### src/rtl/song_menu_input_pkg.sv
// song_menu_input_pkg: mode codes, menu states and the wrapping step helper.
package song_menu_input_pkg;
  localparam logic [2:0] MODE_OFF   = 3'd0;
  localparam logic [2:0] MODE_FREE  = 3'd1;
  localparam logic [2:0] MODE_AUTO  = 3'd2;
  localparam logic [2:0] MODE_LEARN = 3'd3;
  localparam int NUM_SONGS_DEF = 3;
  typedef enum logic [1:0] {
    MODE_SEL = 2'd0,
    SONG_SEL = 2'd1,
    PLAYING  = 2'd2,
    ST_BAD   = 2'd3
  } menu_state_t;
  function automatic logic [3:0] step(input logic [3:0] v, input logic inc, input logic [3:0] hi);
    return inc ? (v >= hi ? 4'd1 : v + 4'd1) : (v <= 4'd1 ? hi : v - 4'd1);
  endfunction
endpackage

### src/rtl/song_menu_input_btn_debounce.sv
// btn_debounce: two-flop synchronizer, stability counter and rising-edge press pulse.
module btn_debounce #(
  parameter int DEBOUNCE_CYCLES = 2000000,
  parameter int CNT_W = 21
) (
  input  logic clk,
  input  logic reset,
  input  logic raw,
  output logic level,
  output logic press
);
  logic [1:0] sync;
  logic [CNT_W-1:0] cnt;
  logic level_q;
  always_ff @(posedge clk) begin
    if (reset) begin
      sync <= '0;
      cnt <= '0;
      level <= 1'b0;
      level_q <= 1'b0;
      press <= 1'b0;
    end else begin
      sync <= {sync[0], raw};
      level_q <= level;
      press <= level & ~level_q;
      if (sync[1] == level) cnt <= '0;
      else if (cnt == CNT_W'(DEBOUNCE_CYCLES - 1)) begin
        level <= sync[1];
        cnt <= '0;
      end else cnt <= cnt + 1'b1;
    end
  end
endmodule

### src/rtl/song_menu_input.sv
// song_menu_input: debounced buttons driving the mode/song menu state machine.
module song_menu_input
  import song_menu_input_pkg::*;
#(
  parameter int DEBOUNCE_CYCLES = 2000000,
  parameter int NUM_SONGS = NUM_SONGS_DEF,
  parameter int CNT_W = 21
) (
  input  logic       clk,
  input  logic       reset,
  input  logic       btn_up,
  input  logic       btn_down,
  input  logic       btn_ok,
  input  logic       btn_back,
  input  logic       btn_user,
  input  logic       play_done,
  output logic [2:0] mode,
  output logic [3:0] num,
  output logic       user,
  output logic       play_start,
  output logic [1:0] menu_state
);
  logic [4:0] raw, lvl, prs, p;
  logic b, o, u, d;
  logic [3:0] sel_mode;
  menu_state_t state;
  assign raw = {btn_user, btn_back, btn_ok, btn_down, btn_up};
  for (genvar i = 0; i < 5; i++) begin : g_db
    btn_debounce #(.DEBOUNCE_CYCLES(DEBOUNCE_CYCLES), .CNT_W(CNT_W)) u_db (
      .clk(clk), .reset(reset), .raw(raw[i]), .level(lvl[i]), .press(prs[i])
    );
  end
  assign p = prs & lvl;
  // back > ok > up > down; losers in the same cycle are dropped
  assign b = p[3];
  assign o = p[2] & ~p[3];
  assign u = p[0] & ~p[3] & ~p[2];
  assign d = p[1] & ~p[3] & ~p[2] & ~p[0];
  assign menu_state = state;
  always_ff @(posedge clk) begin
    if (reset) begin
      state <= MODE_SEL;
      sel_mode <= 4'd1;
      mode <= MODE_OFF;
      num <= 4'd1;
      user <= 1'b0;
      play_start <= 1'b0;
    end else begin
      play_start <= 1'b0;
      if (p[4] && (state == MODE_SEL || state == SONG_SEL)) user <= ~user;
      case (state)
        MODE_SEL:
          if (o) begin
            mode <= 3'(sel_mode);
            state <= SONG_SEL;
          end else if (u | d) sel_mode <= step(sel_mode, u, 4'd3);
        SONG_SEL:
          if (b) begin
            mode <= MODE_OFF;
            state <= MODE_SEL;
          end else if (o) begin
            play_start <= 1'b1;
            state <= PLAYING;
          end else if (u | d) num <= step(num, u, 4'(NUM_SONGS));
        PLAYING:
          if (b | play_done) state <= SONG_SEL;
        default: begin
          mode <= MODE_OFF;
          state <= MODE_SEL;
        end
      endcase
    end
  end
endmodule

### config.mk
export PLATFORM = sky130hd
export DESIGN_NAME = song_menu_input
export DESIGN_NICKNAME = d
export VERILOG_FILES = /design/src/rtl/song_menu_input_pkg.sv /design/src/rtl/song_menu_input_btn_debounce.sv /design/src/rtl/song_menu_input.sv
export SDC_FILE = /design/constraint.sdc
export NUM_CORES = 1
export LEC_CHECK = 0
export ABC_AREA = 1
export BUFFER_PORTS_ARGS = -buffer_cell sky130_fd_sc_hd__buf_2
export CAP_MARGIN = 20
export CORE_UTILIZATION = 28
export DETAILED_ROUTE_END_ITERATION = 6
export GPL_ROUTABILITY_DRIVEN = 0
export PLACE_DENSITY = 0.41
export SYNTH_ARGS = -nofsm -noshare
export SYNTH_HDL_FRONTEND = slang
export SYNTH_SLANG_ARGS = --single-unit
### constraint.sdc
create_clock -name clk -period 4.7 [get_ports clk]
set_clock_uncertainty 0.05 [all_clocks]
set_input_delay 0.235 -clock clk [delete_from_list [all_inputs] [get_ports clk]]
set_output_delay 0.235 -clock clk [all_outputs]
set_load 0.005 [all_outputs]
==> results of run 1 <==
cells in the mapped netlist:
master / n / area, um^2
sky130_fd_sc_hd__nand3_1: 58 / 290
sky130_fd_sc_hd__o21ai_2: 2 / 17.5
sky130_fd_sc_hd__o21ai_0: 24 / 120
sky130_fd_sc_hd__ha_1: 11 / 138
sky130_fd_sc_hd__or2_2: 2 / 12.5
sky130_fd_sc_hd__xor2_1: 22 / 193
sky130_fd_sc_hd__and2_1: 1 / 6.26
sky130_fd_sc_hd__a21oi_1: 64 / 320
sky130_fd_sc_hd__a31oi_1: 1 / 6.26
sky130_fd_sc_hd__dfxtp_1: 145 / 2900
sky130_fd_sc_hd__nor2_1: 222 / 833
sky130_fd_sc_hd__buf_6: 2 / 22.5
sky130_fd_sc_hd__nand4_1: 25 / 156
sky130_fd_sc_hd__inv_2: 2 / 7.51
sky130_fd_sc_hd__nor2_2: 11 / 68.8
sky130_fd_sc_hd__nor2_4: 8 / 90.1
sky130_fd_sc_hd__inv_1: 115 / 432
sky130_fd_sc_hd__nand2_1: 284 / 1070
sky130_fd_sc_hd__nand2_2: 7 / 43.8
sky130_fd_sc_hd__nor3_1: 11 / 55.1
sky130_fd_sc_hd__xnor2_1: 23 / 201
sky130_fd_sc_hd__o21ai_1: 1 / 5.00
sky130_fd_sc_hd__or2_0: 5 / 31.3
sky130_fd_sc_hd__o21bai_1: 1 / 7.51
sky130_fd_sc_hd__clkbuf_1: 4 / 15.0
sky130_fd_sc_hd__nor4_1: 1 / 6.26
sky130_fd_sc_hd__buf_4: 8 / 60.1
sky130_fd_sc_hd__nand3_2: 5 / 50.1
logic make-up after synthesis:
family,Yosys count
xor gates and xnor gates,45
adders and majority gates,11
DFF,145
AOI/OAI and AO/OA,93
and+or+nand+nor,640
buffers and inverters,131
per-stage QoR:
step | instance area, um^2 | worst slack, ns | power [mW] | hold WS, ns
finish | 8140 | 2.63 | 2.51 | 0.0346
global route | 8140 | 2.33 | 2.62 | 0.0220
CTS | 8140 | 2.56 | 2.57 | 0.0192
detailed placement | 7560 | 2.45 | 1.30 | 0.331
global placement | 7560 | 2.43 | 1.30 | 0.328
floorplan | 7160 | 3.24 | 1.29 | 0.292
layout make-up:
class	count	area share
Multi-Input combinational cell	789	0.457
Sequential cell	145	0.357
Clock buffer	19	0.0544
Inverter	117	0.0540
Tap cell	330	0.0507
Timing Repair Buffer	22	0.0160
Clock inverter	13	0.0111
sequential cells by signal, summed over array words and instances (netlist names):
register	cells
g_db.u_db.cnt	105
g_db.u_db.level	5
g_db.u_db.level_q	5
g_db.u_db.press	5
g_db.u_db.sync	10
menu_state	2
mode	3
num	4
play_start	1
sel_mode	4
user	1
worst reg2reg max path: cells and delay by family (launching register included):
kind	cells	cell delay (ns)
adder cells (fa/ha/maj)	1	0.29
AND/OR/NAND/NOR	5	1.16
flip-flops	1	0.43
path summary, 6_finish.rpt:
path	from	end	slack [ns]	depth (start not counted)
setup / recovery	g_db[0].u_db.cnt[0]	g_db[0].u_db.cnt[10]	2.63	6
hold / removal	btn_ok	g_db[2].u_db.sync[0]	0.03	3
setup reg to reg	g_db[0].u_db.cnt[0]	g_db[0].u_db.cnt[10]	2.63	6
hold reg to reg	g_db[0].u_db.level_q	g_db[0].u_db.press	0.34	1
power by group through the flow:
stage / registers, mW / logic (mW) / clock network, mW
final: 1.24 / 0.0344 / 1.24
after CTS: 1.24 / 0.0361 / 1.29
after global routing: 1.24 / 0.0408 / 1.34
after global placement: 1.27 / 0.0338 / 0
after floorplan: 1.27 / 0.0257 / 0
after detailed placement: 1.27 / 0.0336 / 0
per-layer routing:
| layer | vias to the layer above | share of wire | global-route usage |
|---|---|---|---|
| li1 | 3388 | - | - |
| met1 | 2725 | 0.49 | 0.162 |
| met2 | 53 | 0.47 | 0.224 |
| met3 | 12 | 0.022 | 0.0260 |
| met4 | 0 | 0.012 | 0.0485 |
| met5 | - | 0 | 0 |
==> metrics.csv, run 1 <==
metric,value,unit
insertedDiodeCount,0,
clock_latency_on_the_worst_skew_pair,0.42,ns
path_max_fanout,21,
post_synth.cell_area_avg,6.72,um^2
tritoncts.num_buffers,17,
crit_buf_inv,0,
vias_per_cell,4.31,
postCtsResizedCells,0,
ctsHtreeMaxLevel,4,
cellPowerDensity,309,nW/um^2
switching_share,0.231,
clock_power_share,0.493,
timing.critical_path.slowest_stage_cell,sky130_fd_sc_hd__nand2_1,
layout.cells.most_common_list,"sky130_fd_sc_hd__nand2_1, sky130_fd_sc_hd__nor2_1, sky130_fd_sc_hd__dfxtp_1",
wirelength_per_cell,11.1,um
route.detailed.drc,0,
dieArea,26200,um^2
first_global_vias,5940,
number_of_antenna_violations_at_the_first_check_in_global_routing,0,
worst_path_largest_cell_delay,0.57,ns
fillCellCount,2850,
drt-pass1-iter-count,5,
die_y,162,um
placedCellCount,1399,
setup-tns-final,0,ns
critical-path-top-delay-family,simple AND/OR/NAND/NOR gates,
critical_path_required,4.92,ns
criticalPathCategory,flop to flop,
die_w,162,um
layout.cells.non_filler,1435,
maxClockFrequency,483,MHz
final_hold_viol_count,0,
minimum_clock_period,2.07,ns
finalSetupViolations,0,
drt_iter0_drc,305,
yosys.area_share.xor_xnor,0.0551,
worst_setup_path_start_kind,flop,
via_count,6178,
synthMuxAreaShare,0,
synth.ff_latch_count,145,
yosys.area_share.adder,0.0192,
ant_nets,0,
multi_input_comb_area,3720,um^2
cell_internal_pwr,1.93,mW
post_synthesis_compound_gate_area_fraction,0.0666,
power.combinational.fraction,0.014,
syn-instance-count,1065,
floorplan.initialDensity,0.285,
synth_top_family_by_area,simple AND/OR/NAND/NOR gates,
timing.final.max_slew_violations,0,
pin_count,19,
final_common_cell,sky130_fd_sc_hd__nand2_1,
power.switching,582,uW
final_layout_size_suffix_gt1_frac,0.0778,
cts_tree,built,
crit_path_cell_trace,"ha_1, nand3_2, nor2_4, nand3_1, nand2_1, nor2_1",
synth_sequential_area_ratio,0.406,
crit_path_end_kind,flop,
totalWireLength,16000,um
power.ir.vdd_worst,0.155,mV
mappedNetlistNets,1084,
clk_pin_slew,0.06,ns
groute.usage.overall,0.131,
synth.lib_cells_used.distinct,28,
tightest_slew,0.908,ns
final-seq-area,2900,um^2
unrepaired_setup_endpoints_after_global_routing,false,
placement.io_buffers,18,
fraction_of_the_cycle_the_final_worst_path_needs,0.440,
globalRoute.totalOverflow,0,
path_class_of_the_lowest_slack_min_delay_path,primary input to flop,
run_status,"complete, no violations",
maxSlewHeadroom,0.395,
detailedPlacementHpwl,11800,um
rows,58,
power_leakage,2.51,nW
clock_tree.root_cell,sky130_fd_sc_hd__clkbuf_16,
worst-endpoint-arrival,2.29,ns
finalCoreUtilization,0.324,
layout.nets,1111,
post_synth_and_or_nand_nor_area_fraction,0.379,
grt_pass1_wl,27800,um
cts_num_sinks,145,
mapped_cell_area,7160,um^2
post_cts_hold_buffer_count,4,
power_frac_seq,0.493,
grt_start_max_net_pins,30,
number_of_max_cap_violations,0,
cts_setup_buffers,0,
coreArea,25100,um^2
area_growth_syn_to_layout,13.7,%
synth.yosys.warnings,0,
clock_tree.buffer_depth,2,
(Power assumes the default switching activity.)
==> inputs of run 2 (changes only) <==
--- a/config.mk
+++ b/config.mk
@@ -11,7 +11,7 @@
 export CORE_UTILIZATION = 28
 export DETAILED_ROUTE_END_ITERATION = 6
 export GPL_ROUTABILITY_DRIVEN = 0
-export PLACE_DENSITY = 0.41
+export PLACE_DENSITY = 0.43
 export SYNTH_ARGS = -nofsm -noshare
 export SYNTH_HDL_FRONTEND = slang
 export SYNTH_SLANG_ARGS = --single-unit
==> constraint.sdc (replaced) <==
create_clock -name clk -period 1.7 [get_ports clk]
set_clock_uncertainty 0.05 [all_clocks]
set_input_delay 0.085 -clock clk [delete_from_list [all_inputs] [get_ports clk]]
set_output_delay 0.085 -clock clk [all_outputs]
set_load 0.005 [all_outputs]
==> metrics.csv, run 2 (synthesis results as in run 1) <==
metric,value,unit,change
path_max_fanout,14,,-33%
run_status,"complete, no violations",,
number_of_antenna_violations_at_the_first_check_in_global_routing,0,,unchanged
maxClockFrequency,649,MHz,+34%
reg.largest.list,"g_db.u_db.cnt: 105 flops, g_db.u_db.sync: 10 flops",,
first_global_vias,6037,,+1.6%
clock_tree.root_cell,sky130_fd_sc_hd__clkbuf_16,,
final_layout_size_suffix_gt1_frac,0.0980,,+0.0201
crit_path_end_kind,flop,,
clock_tree.buffer_depth,2,,unchanged
tightest_slew,0.437,ns,-0.471 ns
worst_hold_path.endpoint,g_db[0].u_db.level_q,,
maxSlewHeadroom,0.708,,+0.313
insertedDiodeCount,0,,unchanged
worst_setup_path_start_kind,flop,,
ctsHtreeMaxLevel,4,,unchanged
placement.io_buffers,18,,unchanged
globalRoute.totalOverflow,0,,unchanged
floorplan.initialDensity,0.285,,unchanged
regToRegEndpoint,g_db[0].u_db.cnt[20],,
worst-r2r-setup-slack,0.16,ns,-2.47 ns
die_w,162,um,unchanged
totalWireLength,16400,um,+2.3%
finalSetupViolations,0,,unchanged
die_y,162,um,unchanged
critical_path_required,1.95,ns,-2.97 ns
ant_nets,0,,unchanged
area_growth_syn_to_layout,18.4,%,
criticalPathCategory,flop to flop,,
route.detailed.drc,0,,unchanged
clock_latency_on_the_worst_skew_pair,0.42,ns,about the same
final_hold_viol_count,0,,unchanged
layout.cells.most_common_list,"sky130_fd_sc_hd__nand2_1, sky130_fd_sc_hd__nor2_1, sky130_fd_sc_hd__dfxtp_1",,
drt-pass1-iter-count,5,,unchanged
clk_pin_slew,0.07,ns,about the same
rows,58,,unchanged
reg2reg_depth,7,,+1
groute.usage.overall,0.135,,+0.00351
cellPowerDensity,877,nW/um^2,+180%
path_class_of_the_lowest_slack_min_delay_path,primary input to flop,,
totalPowerFinal,7.43,mW,+200%
setup-tns-final,0,ns,unchanged
hp-start,reset,,
timing.final.max_slew_violations,0,,unchanged
power_leakage,2.72,nW,+8.2%
max_reg_flops,105,,unchanged
drt_iter0_drc,308,,+0.98%
via_count,6293,,+1.9%
wirelength_per_cell,11.2,um,+0.36%
worst-endpoint-arrival,1.80,ns,-0.49 ns
unrepaired_setup_endpoints_after_global_routing,false,,
cts_tree,built,,
power.ir.vdd_worst,0.555,mV,+260%
hold_depth,3,,unchanged
vias_per_cell,4.30,,about the same
detailedPlacementHpwl,12100,um,+3.2%
tritoncts.num_buffers,17,,unchanged
coreArea,25100,um^2,unchanged
fillCellCount,2818,,-1.1%
cts_num_sinks,145,,unchanged
dieArea,26200,um^2,unchanged
minimum_clock_period,1.54,ns,-0.527 ns
layout.nets,1139,,+2.5%
number_of_max_cap_violations,0,,unchanged
grt_pass1_wl,28600,um,+2.7%
worstReg2RegStart,g_db[0].u_db.cnt[1],,
fraction_of_the_cycle_the_final_worst_path_needs,0.907,,+0.467
final_common_cell,sky130_fd_sc_hd__nand2_1,,
pin_count,19,,unchanged
cts_setup_buffers,0,,unchanged
largest_register,g_db.u_db.cnt,,
grt_start_max_net_pins,29,,-3.3%
## run 2: per-layer routing
| metal | global-route usage | vias to the layer above | routed length (um) |
|---|---|---|---|
| met5 | 0 | - | 0 |
| met4 | 0.0502 | 0 | 246 |
| met2 | 0.217 | 60 | 7270 |
| met3 | 0.0258 | 20 | 401 |
| li1 | - | 3439 | - |
| met1 | 0.178 | 2774 | 8440 |
## run 2: how the worst max path moves through the flow
stage | startpoint | end | slack (ns) | cells after the start
final | g_db[0].u_db.cnt[1] | g_db[0].u_db.cnt[20] | 0.16 | 7
after global routing | g_db[0].u_db.cnt[1] | g_db[0].u_db.cnt[12] | 0.02 | 7
after CTS | g_db[0].u_db.cnt[1] | g_db[0].u_db.cnt[20] | 0.13 | 7
after detailed placement | num[1] | num[0] | 0.16 | 8
after global placement | num[1] | num[0] | 0.14 | 8
after floorplan | g_db[0].u_db.cnt[0] | g_db[0].u_db.cnt[10] | 0.24 | 7
## run 2: where the power goes
| part | switching (mW) | leakage, nW | internal (mW) |
|---|---|---|---|
| Clock | 1.52 | 0.283 | 2.36 |
| Combinational | 0.0772 | 1.26 | 0.0515 |
| Sequential | 0.00986 | 1.17 | 3.41 |
## run 2: area by class of cell
type	instances	area, um^2	area share
inverters	117	439	0.0518
repair buffers	50	395	0.0467
well taps	330	413	0.0487
clock inverters	12	156	0.0185
clock buffers	20	447	0.0527
multi-input cells	789	3720	0.439
flip-flops and latches	145	2900	0.343
## run 2: timing repair
| action | in CTS | in global routing |
|---|---|---|
| hold buffers | 6 | 0 |
| endpoints found under the setup margin | 0 | 3 |
| resized for setup | 0 | 2 |
| endpoints found under the hold margin | 6 | 0 |
## run 2: stage by stage
stage	setup WS [ns]	instance area [um^2]	instances	utilization	hold slack, ns
floorplan	0.237	7160	1065	-	0.142
global placement	0.138	7810	1425	0.311	0.244
detailed placement	0.155	7810	1425	0.311	0.241
CTS	0.128	8470	1463	0.337	0.0947
global route	0.0210	8470	1463	0.337	0.117
finish	0.158	8470	1463	0.337	0.102
## run 2: critical path, cell delays in order (launching register included)
cell                      delay [ns]
sky130_fd_sc_hd__dfxtp_1        0.37
sky130_fd_sc_hd__ha_1           0.20
sky130_fd_sc_hd__nand3_2        0.16
sky130_fd_sc_hd__nor2_4         0.18
sky130_fd_sc_hd__nand3_1        0.11
sky130_fd_sc_hd__nand2_1        0.10
sky130_fd_sc_hd__buf_4          0.20
sky130_fd_sc_hd__a21oi_1        0.05
==> inputs of run 3 (changes only) <==
--- a/config.mk
+++ b/config.mk
@@ -11,7 +11,9 @@
 export CORE_UTILIZATION = 28
 export DETAILED_ROUTE_END_ITERATION = 6
 export GPL_ROUTABILITY_DRIVEN = 0
-export PLACE_DENSITY = 0.43
+export PLACE_DENSITY = 0.42
+export SKIP_LAST_GASP = 1
 export SYNTH_ARGS = -nofsm -noshare
 export SYNTH_HDL_FRONTEND = slang
+export SYNTH_HIERARCHICAL = 1
 export SYNTH_SLANG_ARGS = --single-unit
==> metrics.csv, run 3 <==
metric,value,unit,change
tritoncts.num_buffers,17,,unchanged
timing.critical_path.slowest_stage_cell,sky130_fd_sc_hd__dfxtp_1,,
dieArea,27900,um^2,+6.4%
totalWireLength,16100,um,-1.6%
groute.usage.overall,0.124,,-0.0102
ys_dominant_reg_cell,sky130_fd_sc_hd__dfxtp_1,,
drt_iter0_drc,267,,-13%
drt-pass1-iter-count,4,,-1
post_synth.cell_area_avg,7.18,um^2,+6.8%
final_common_cell,sky130_fd_sc_hd__nand2_1,,
detailedPlace.worstSlack,0.136,ns,-0.0187 ns
power.ir.vdd_worst,0.675,mV,+22%
synth_async_sr_flop_share,0,,unchanged
minimum_clock_period,1.55,ns,+0.00486 ns
grt_pass1_wl,28400,um,-0.53%
floorplan.initialDensity,0.284,,-0.000674
yosysMostFrequentCell,sky130_fd_sc_hd__nand2_1,,
clock_power_share,0.560,,+0.038
largest_register,g_db.u_db/cnt,,
power.combinational.fraction,0.014,,-0.003
crit_path_cell_trace,"ha_1, nand3_4, nor2_2, nand3_2, nand2_2, buf_12, nor2_1",,
mapped_cell_area,7620,um^2,+6.5%
critical_path_required,1.96,ns,about the same
cellPowerDensity,898,nW/um^2,+2.5%
yosys.area.top_type_share,0.381,,-0.0247
clock_latency_on_the_worst_skew_pair,0.42,ns,about the same
reg2reg_depth,7,,unchanged
wirelength_per_cell,11.0,um,-1.4%
detailedPlacementHpwl,11800,um,-2.6%
path_class_of_the_lowest_slack_min_delay_path,primary input to flop,,
layout.nets,1124,,-1.3%
cell_internal_pwr,6.44,mW,+11%
worst-r2r-setup-slack,0.15,ns,about the same
finalSetupViolations,0,,unchanged
synth_sequential_area_ratio,0.381,,-0.0247
power_frac_seq,0.426,,-0.035
globalRoute.totalOverflow,0,,unchanged
run_status,"complete, no violations",,
postCtsResizedCells,0,,unchanged
mappedNetlistNets,1081,,-0.28%
die_y,167,um,+3.2%
crit_path_end_kind,flop,,
synth.yosys.warnings,6,,+6
synth-edff-count,0,,unchanged
worst_setup_path_start_kind,flop,,
maxSlewHeadroom,0.709,,+0.000730
dpl-instance-area,8180,um^2,+4.7%
synth.area.top_cells,"sky130_fd_sc_hd__dfxtp_1, sky130_fd_sc_hd__nand2_1, sky130_fd_sc_hd__nor2_1, sky130_fd_sc_hd__inv_1, sky130_fd_sc_hd__nor2_4",,
totalPowerFinal,8.02,mW,+8.0%
final_design_area_no_fill,8930,um^2,+5.4%
coreArea,26800,um^2,+6.7%
hold_depth,4,,+1
reg.largest.list,"g_db.u_db/cnt: 105 flops, g_db.u_db/sync: 10 flops",,
synth_common_cells,"sky130_fd_sc_hd__nand2_1, sky130_fd_sc_hd__nor2_1, sky130_fd_sc_hd__dfxtp_1, sky130_fd_sc_hd__inv_1, sky130_fd_sc_hd__nand3_1",,
ant_nets,0,,unchanged
die_w,167,um,+3.2%
via_count,6182,,-1.8%
power.switching,1.58,mW,-1.3%
cts_tree,built,,
ctsHtreeMaxLevel,4,,unchanged
max_reg_flops,105,,unchanged
finalCoreUtilization,0.333,,-0.00412
layout.cells.most_common_list,"sky130_fd_sc_hd__nand2_1, sky130_fd_sc_hd__nor2_1, sky130_fd_sc_hd__dfxtp_1",,
setup-tns-final,0,ns,unchanged
syn-instance-count,1062,,-0.28%
number_of_antenna_violations_at_the_first_check_in_global_routing,0,,unchanged
vias_per_cell,4.24,,-1.5%
final_hold_viol_count,0,,unchanged
criticalPathCategory,flop to flop,,
first_global_vias,5883,,-2.6%
cts_num_sinks,145,,unchanged
tightest_slew,0.437,ns,-0.000613 ns
path_max_fanout,20,,+6
grt_start_max_net_pins,21,,-28%
unrepaired_setup_endpoints_after_global_routing,false,,
area_growth_syn_to_layout,17.2,%,
worst_path_largest_cell_delay,0.37,ns,about the same
synth.ff_latch_count,145,,unchanged
insertedDiodeCount,0,,unchanged
clock_tree.buffer_depth,2,,unchanged
rows,60,,+3.4%
route.detailed.drc,0,,unchanged
pin_count,19,,unchanged
yosysTopAreaCell,sky130_fd_sc_hd__dfxtp_1,,
worst-endpoint-arrival,1.81,ns,about the same
synth.lib_cells_used.distinct,30,,+7.1%
fraction_of_the_cycle_the_final_worst_path_needs,0.910,,+0.00286
final_layout_size_suffix_gt1_frac,0.172,,+0.0738
switching_share,0.197,,-0.0187
number_of_max_cap_violations,0,,unchanged
final_critical_path_setup_slack,0.153,ns,-0.00486 ns
clk_pin_slew,0.06,ns,about the same
timing.final.max_slew_violations,0,,unchanged
power_leakage,2.96,nW,+8.9%
clock_tree.root_cell,sky130_fd_sc_hd__clkbuf_16,,
maxClockFrequency,647,MHz,-0.31%
placement.io_buffers,18,,unchanged
-- run 3: cell types whose count changed in the layout (fill, tap and decap cells not counted), moves of 8 or more --
cell                      change
sky130_fd_sc_hd__buf_4       -15
sky130_fd_sc_hd__nand3_2     +11
sky130_fd_sc_hd__nand3_1      -8
sky130_fd_sc_hd__inv_2        +9
sky130_fd_sc_hd__nand2_1     -20
sky130_fd_sc_hd__nand2_4      +8
sky130_fd_sc_hd__nand2_2     +12
sky130_fd_sc_hd__a21oi_1     -41
sky130_fd_sc_hd__nor2_4      +15
sky130_fd_sc_hd__a21oi_2     +21
sky130_fd_sc_hd__nand4_1     -17
sky130_fd_sc_hd__inv_1       -22
sky130_fd_sc_hd__nor2_1       +9
-- run 3: repair_timing --
item                                   CTS  global route
endpoints found under the hold margin    5             0
hold buffers                             5             0
buffers inserted                         0             0
-- run 3: path summary, 6_finish.rpt --
path / endpoint / startpoint
min: menu_state[0] / play_done
max reg2reg: g_db[3].u_db/cnt[18] / g_db[3].u_db/cnt[1]
min reg2reg: g_db[3].u_db/press / g_db[3].u_db/level_q
max: g_db[3].u_db/cnt[18] / g_db[3].u_db/cnt[1]
-- run 3: layout make-up --
cell class              count  area (um^2)
repair buffers             35          293
inverters                 106          398
well taps                 341          427
clock buffers              19          453
fillers                  2850        17900
flip-flops and latches    145         2900
clock inverters            13          254
multi-input cells         800         4210
-- run 3: cells by family after synthesis --
kind of cell / count (synthesis) / synth area share
AO/OA/AOI/OAI: 75 / 0.0640
XOR/XNOR: 50 / 0.0575
adder cells (fa/ha/maj): 11 / 0.0181
buffers and inverters: 117 / 0.0675
flip-flops: 145 / 0.381
AND/OR/NAND/NOR: 664 / 0.412
-- run 3: stage by stage --
step / hold slack (ns) / instances
2_1_floorplan: 0.106 / 1062
3_3_place_gp: 0.235 / 1422
3_5_place_dp: 0.245 / 1422
4_1_cts: 0.0114 / 1459
5_1_grt: 0.0336 / 1459
6_report: 0.0354 / 1459
-- run 3: critical path: cells and delay by family, from the launching register on --
kind                       cells  cell delay [ns]
DFF                            1             0.37
adders and majority gates      1             0.25
buffers and inverters          1             0.16
and+or+nand+nor                5             0.61
-- run 3: routing by layer --
metal | GRT usage | up-vias | wire [um]
met2 | 0.198 | 57 | 7150
met1 | 0.169 | 2724 | 8410
li1 | - | 3389 | -
met4 | 0.0423 | 0 | 170
met3 | 0.0216 | 12 | 352
met5 | 0 | - | 0
-- run 3: power groups by stage --
stage | sequential, mW | combinational [mW] | clock [mW]
after floorplan | 3.50 | 0.0573 | 0
after global placement | 3.49 | 0.108 | 0
after detailed placement | 3.49 | 0.108 | 0
after CTS | 3.42 | 0.117 | 4.65
after global routing | 3.42 | 0.127 | 4.78
final | 3.42 | 0.113 | 4.49
